$ cat config.mk
export PLATFORM = sky130hd
export DESIGN_NAME = key_ctrl
export DESIGN_NICKNAME = d
export VERILOG_FILES = /design/src/rtl/key_ctrl.sv
export SDC_FILE = /design/constraint.sdc
export NUM_CORES = 1
export LEC_CHECK = 0
export BUFFER_PORTS_ARGS = -buffer_cell sky130_fd_sc_hd__buf_2
export CAP_MARGIN = 20
export CORE_ASPECT_RATIO = 1.4
export CORE_MARGIN = 8
export CORE_UTILIZATION = 55
export DETAILED_ROUTE_END_ITERATION = 8
export GPL_TIMING_DRIVEN = 1
export PLACE_DENSITY = 0.75
export SLEW_MARGIN = 20
export SYNTH_ARGS = -nofsm -noshare
export SYNTH_HDL_FRONTEND = slang
export SYNTH_SLANG_ARGS = --single-unit
$ cat constraint.sdc
create_clock -name clk -period 4.6 [get_ports clk]
set_input_delay 0 -clock clk [delete_from_list [all_inputs] [get_ports clk]]
set_output_delay 0 -clock clk [all_outputs]
set_load 0.01 [all_outputs]
$ cat src/rtl/key_ctrl.sv
// key_ctrl: maps PS/2 scan words to held levels, press pulses and auto-repeat pulses
module key_ctrl #(
  parameter int REPEAT_DELAY  = 25000000,
  parameter int REPEAT_PERIOD = 5000000,
  parameter int CNT_W         = 25,
  parameter bit REPEAT_EN     = 1'b1
) (
  input  logic       clk,
  input  logic       rst,
  input  logic [8:0] crt_data,
  output logic [7:0] key_held,
  output logic [7:0] key_press,
  output logic [7:0] key_repeat,
  output logic       key_any
);
  typedef enum logic [1:0] {IDLE, DELAY, REPEAT} state_t;
  localparam logic [CNT_W-1:0] DLY_END = CNT_W'(REPEAT_DELAY);
  localparam logic [CNT_W-1:0] PER_END = CNT_W'(REPEAT_PERIOD - 1);
  localparam logic [CNT_W-1:0] CNT_ONE = CNT_W'(1);
  state_t state_q, state_d;
  logic [CNT_W-1:0] cnt_q, cnt_d;
  logic [8:0] prev_q;
  logic [7:0] held_q, held_d, press_q, press_d, rep_q, rep_d, map_new;
  logic any_q, ev, restart, go;
  always_comb begin
    map_new = (crt_data == 9'h175 || crt_data == 9'h01D) ? 8'h01 :
              (crt_data == 9'h172 || crt_data == 9'h01B) ? 8'h02 :
              (crt_data == 9'h16B || crt_data == 9'h01C) ? 8'h04 :
              (crt_data == 9'h174 || crt_data == 9'h023) ? 8'h08 :
              (crt_data == 9'h029) ? 8'h10 :
              (crt_data == 9'h05A) ? 8'h20 :
              (crt_data == 9'h04D) ? 8'h40 :
              (crt_data == 9'h076) ? 8'h80 : 8'h00;
    ev      = crt_data != prev_q;
    held_d  = ev ? map_new : held_q;
    press_d = ev ? (map_new & ~held_q) : 8'h00;
    restart = ev && (map_new != held_q);
    go      = (held_d != 8'h00) && REPEAT_EN;
  end
  // DELAY starts at cnt=1 on the press edge, so matching REPEAT_DELAY lands the first repeat REPEAT_DELAY cycles after the press
  always_comb begin
    state_d = state_q;
    cnt_d   = cnt_q;
    rep_d   = 8'h00;
    if (restart || held_d == 8'h00 || (state_q == IDLE && go)) begin
      state_d = go ? DELAY : IDLE;
      cnt_d   = go ? CNT_ONE : '0;
    end else if (state_q == DELAY) begin
      state_d = (cnt_q == DLY_END) ? REPEAT : DELAY;
      rep_d   = (cnt_q == DLY_END) ? held_q : 8'h00;
      cnt_d   = (cnt_q == DLY_END) ? '0 : cnt_q + CNT_ONE;
    end else if (state_q == REPEAT) begin
      rep_d   = (cnt_q == PER_END) ? held_q : 8'h00;
      cnt_d   = (cnt_q == PER_END) ? '0 : cnt_q + CNT_ONE;
    end
  end
  always_ff @(posedge clk or negedge rst) begin
    if (!rst) begin
      state_q <= IDLE;
      cnt_q   <= '0;
      prev_q  <= '0;
      held_q  <= '0;
      press_q <= '0;
      rep_q   <= '0;
      any_q   <= 1'b0;
    end else begin
      state_q <= state_d;
      cnt_q   <= cnt_d;
      prev_q  <= crt_data;
      held_q  <= held_d;
      press_q <= press_d;
      rep_q   <= rep_d;
      any_q   <= |held_d;
    end
  end
  assign key_held   = held_q;
  assign key_press  = press_q;
  assign key_repeat = rep_q;
  assign key_any    = any_q;
endmodule

==> reports/qor.txt <==
Internal power - 780.6 uW
Grt total ovfl - 0
Die height - 108.6 um
Arr. time, crit path - 3.57 ns
Layout cells sized above 1 - 16.54%
Main synth FF type - dfrtp_1
Commonest non-fill, non-tap cell in the layout - dfrtp_1
Most frequent cells in the layout - dfrtp_1, buf_2, nand2_1
Maximum clock path buffer count - 2
Final core utilization - 64.97%
CP Capture Type - register
Layer carrying the most global-route usage - met2
Comb pwr share - 5.4%
Yosys Warn Count - 0
Met1 usage - 22.43%
Initial core utilization - 57.02%
P_leak - 1.643 nW
Post-Synth XOR/XNOR Area - 4.162%
Setup CP Type - in2reg
Vias per Instance - 6.275
Synth Area in Compound Gates - 14.86%
Rel. slew slack - 35.10%
Skew-Pair Late Insertion Delay - 0.34 ns
First-pass GRT wire length - 13.90 mm
Global Route met2 Usage - 34.58%
Sw Share - 23.12%
Cells after Synth - 354
Hold Crit Class - in2async
Clock power share - 40.8%
Outcome - completed
CTS buffer count - 9
Top Ports - 36
DR pass1 iterations - 6
DRT Wirelength - 8.378 mm
Antenna violations before repair - 0
Setup crit start kind - input port
CTS tree - built
Antenna cells - 0
Fmax - 0.3009 GHz
Fraction of registers with async set/reset - 100.0%
Yosys reg bits - 61
Req. time, crit path - 4.84 ns
Die area - 8917 um2
Final setup viols - 0
Final Hold Vio Count - 0
Fin nets - 417
Mean Syn Cell Area - 9.511 um2
Chip width - 82.13 um
Synth unique cells - 55
Largest net degree at the start of global routing - 62
Net Count, Synth - 375
Overall power - 1.015 mW
Clk root buf - clkbuf_8
Post-synthesis sequential area ratio - 45.34%
RSZ-0062 raised after global routing - no
Fin crit share - 72.25%
Core box area - 5904 um2
Pins Over Slew Limit - 0
Vias - 2943
HPWL after DPL - 5.829 mm
Adder-cell share of the synthesized area - 3.716%
Row count - 33
NetSw - 234.8 uW
Antenna Nets Post-Route - 0
Worst-Margin Slew - 0.9735 ns
Mux contribution to synthesized area - 0%
Met3 usage - 5.399%
Largest family of logic cells by synthesized area - simple AND/OR/NAND/NOR gates
Max-cap viol count - 0
Post-Synth Simple-Gate Area - 28.28%
Crit-path max FO - 23
EDFF count, synth - 0
H-tree Lvls - 3
Routability Congestion - 0.8922
Sequential power share - 53.8%
Synth Cell Area - 3367 um2
Min Clock Period, post-route - 3.323 ns
Layout area overhead - 13.94%
Cell Pwr Density - 264.7 nW/um2
Gr usage total - 20.21%
Setup Skew - 0.007827 ns
Setup TNS - 0 ns
Worst IR Drop VDD - 0.2026 mV
Residual DRC - 0
Clk slew on worst S/H paths - 0.07 ns
Number of global-route vias before repair - 2923
WL/cell - 17.86 um
DRT iter0 DRCs - 252
Total clock sinks - 61
PortBufs - 35
-- per-stage QoR --
step / instance area, um2 / std cells / hold WS (ns) / setup slack, ns
3_5_place_dp: 3571 / 445 / 0.1868 / 1.556
2_1_floorplan: 3367 / 354 / -0.2956 / 2.351
3_3_place_gp: 3571 / 445 / 0.1839 / 1.637
4_1_cts: 3836 / 469 / 0.3608 / 1.379
5_1_grt: 3836 / 469 / 0.3878 / 0.9010
6_report: 3836 / 469 / 0.3247 / 1.277
-- state kept, by name, indices dropped and copies added, names as in the netlist --
| signal | count |
|---|---|
| cnt_q | 25 |
| key_any | 1 |
| key_held | 8 |
| key_press | 8 |
| key_repeat | 8 |
| prev_q | 9 |
| state_q | 2 |
-- power groups by stage --
| stage | Combinational (mW) | Clock [mW] | Sequential (mW) |
|---|---|---|---|
| 3_3_place_gp | 0.0477 | 0 | 0.555 |
| 4_1_cts | 0.0553 | 0.423 | 0.546 |
| 2_1_floorplan | 0.0247 | 0 | 0.554 |
| 3_5_place_dp | 0.0488 | 0 | 0.556 |
| 5_1_grt | 0.0616 | 0.439 | 0.546 |
| 6_report | 0.0550 | 0.415 | 0.546 |
-- worst max-delay path: stages --
cell and delay (ns):
dlygate4sd3_1 0.54, buf_2 0.18, nor3b_1 0.33, a32oi_1 0.10
nor3_1 0.40, ha_1 0.22, nand4_1 0.08, or2_2 0.28
o31ai_1 0.11, o21ai_0 0.26, a211o_1 0.70, a211oi_1 0.36
-- cell families (layout without fill, tap and decap cells) --
logic type | after synthesis | in the layout
AO/OA/AOI/OAI | 74 | 74
buffers and inverters | 29 | 74
AND/OR/NAND/NOR | 164 | 164
XOR/XNOR | 16 | 16
flip-flops | 61 | 61
adder cells (fa/ha/maj) | 10 | 10
-- path summary, 6_finish.rpt --
check	from	end	slack, ns	cells after the start
hold reg to reg	key_held[7]$_DFF_PN0_	key_repeat[7]$_DFF_PN0_	0.55	1
setup reg to reg	prev_q[7]$_DFF_PN0_	cnt_q[3]$_DFFE_PN0P_	1.69	6
setup / recovery	crt_data[0]	cnt_q[3]$_DFFE_PN0P_	1.28	12
min in group clk	crt_data[5]	prev_q[5]$_DFF_PN0_	0.39	2
max in group asynchronous	rst	key_repeat[2]$_DFF_PN0_	3.73	3
hold / removal	rst	cnt_q[21]$_DFFE_PN0P_	0.32	3
-- Yosys cell counts, types with 2 or more instances --
master / number / area, um2
nand3_1: 13 / 65.06
a311oi_1: 2 / 17.52
nand2b_1: 3 / 18.77
nor2_1: 26 / 97.59
a31oi_1: 2 / 12.51
a21oi_1: 23 / 115.1
and4bb_1: 2 / 25.02
o21ai_0: 18 / 90.09
nand2_1: 29 / 108.9
clkbuf_1: 9 / 33.78
or3_1: 6 / 37.54
a211oi_2: 4 / 50.05
nor4_1: 8 / 50.05
xnor2_1: 11 / 96.34
nor3_1: 13 / 65.06
o211ai_1: 2 / 15.01
a211oi_1: 2 / 15.01
a22oi_1: 2 / 15.01
dfrtp_1: 61 / 1526
inv_1: 13 / 48.80
xor2_1: 5 / 43.79
o31ai_1: 5 / 37.54
and4_1: 5 / 43.79
o22ai_1: 5 / 31.28
and2_1: 20 / 125.1
and3_1: 6 / 37.54
buf_4: 2 / 15.01
nand3b_1: 3 / 22.52
nand4_1: 12 / 75.07
ha_1: 10 / 125.1
buf_2: 5 / 25.02
o31a_1: 2 / 17.52
nor3_2: 3 / 30.03
-- per-layer routing --
layer	vias up	share of wire [%]
met1	1421	39
met4	0	2.7
li1	1379	-
met2	113	54
met3	30	4.7
met5	-	0
-- timing repair --
item                                    CTS  global route
hold buffers                             10             0
gates resized for setup                   0             0
endpoints found under the setup margin    0             0
setup buffers                             0             0
endpoints found under the hold margin    70             0
-- area by class of cell --
cell class / instances / area, um2
timing repair buffer: 47 / 290.3
multi-input combinational: 264 / 1718
fill: 461 / 2068
sequential: 61 / 1526
inverter: 13 / 48.80
clock inverter: 2 / 10.01
tap: 70 / 87.58
clock buffer: 12 / 155.1
No activity file was read; power rests on OpenSTA's default activity.
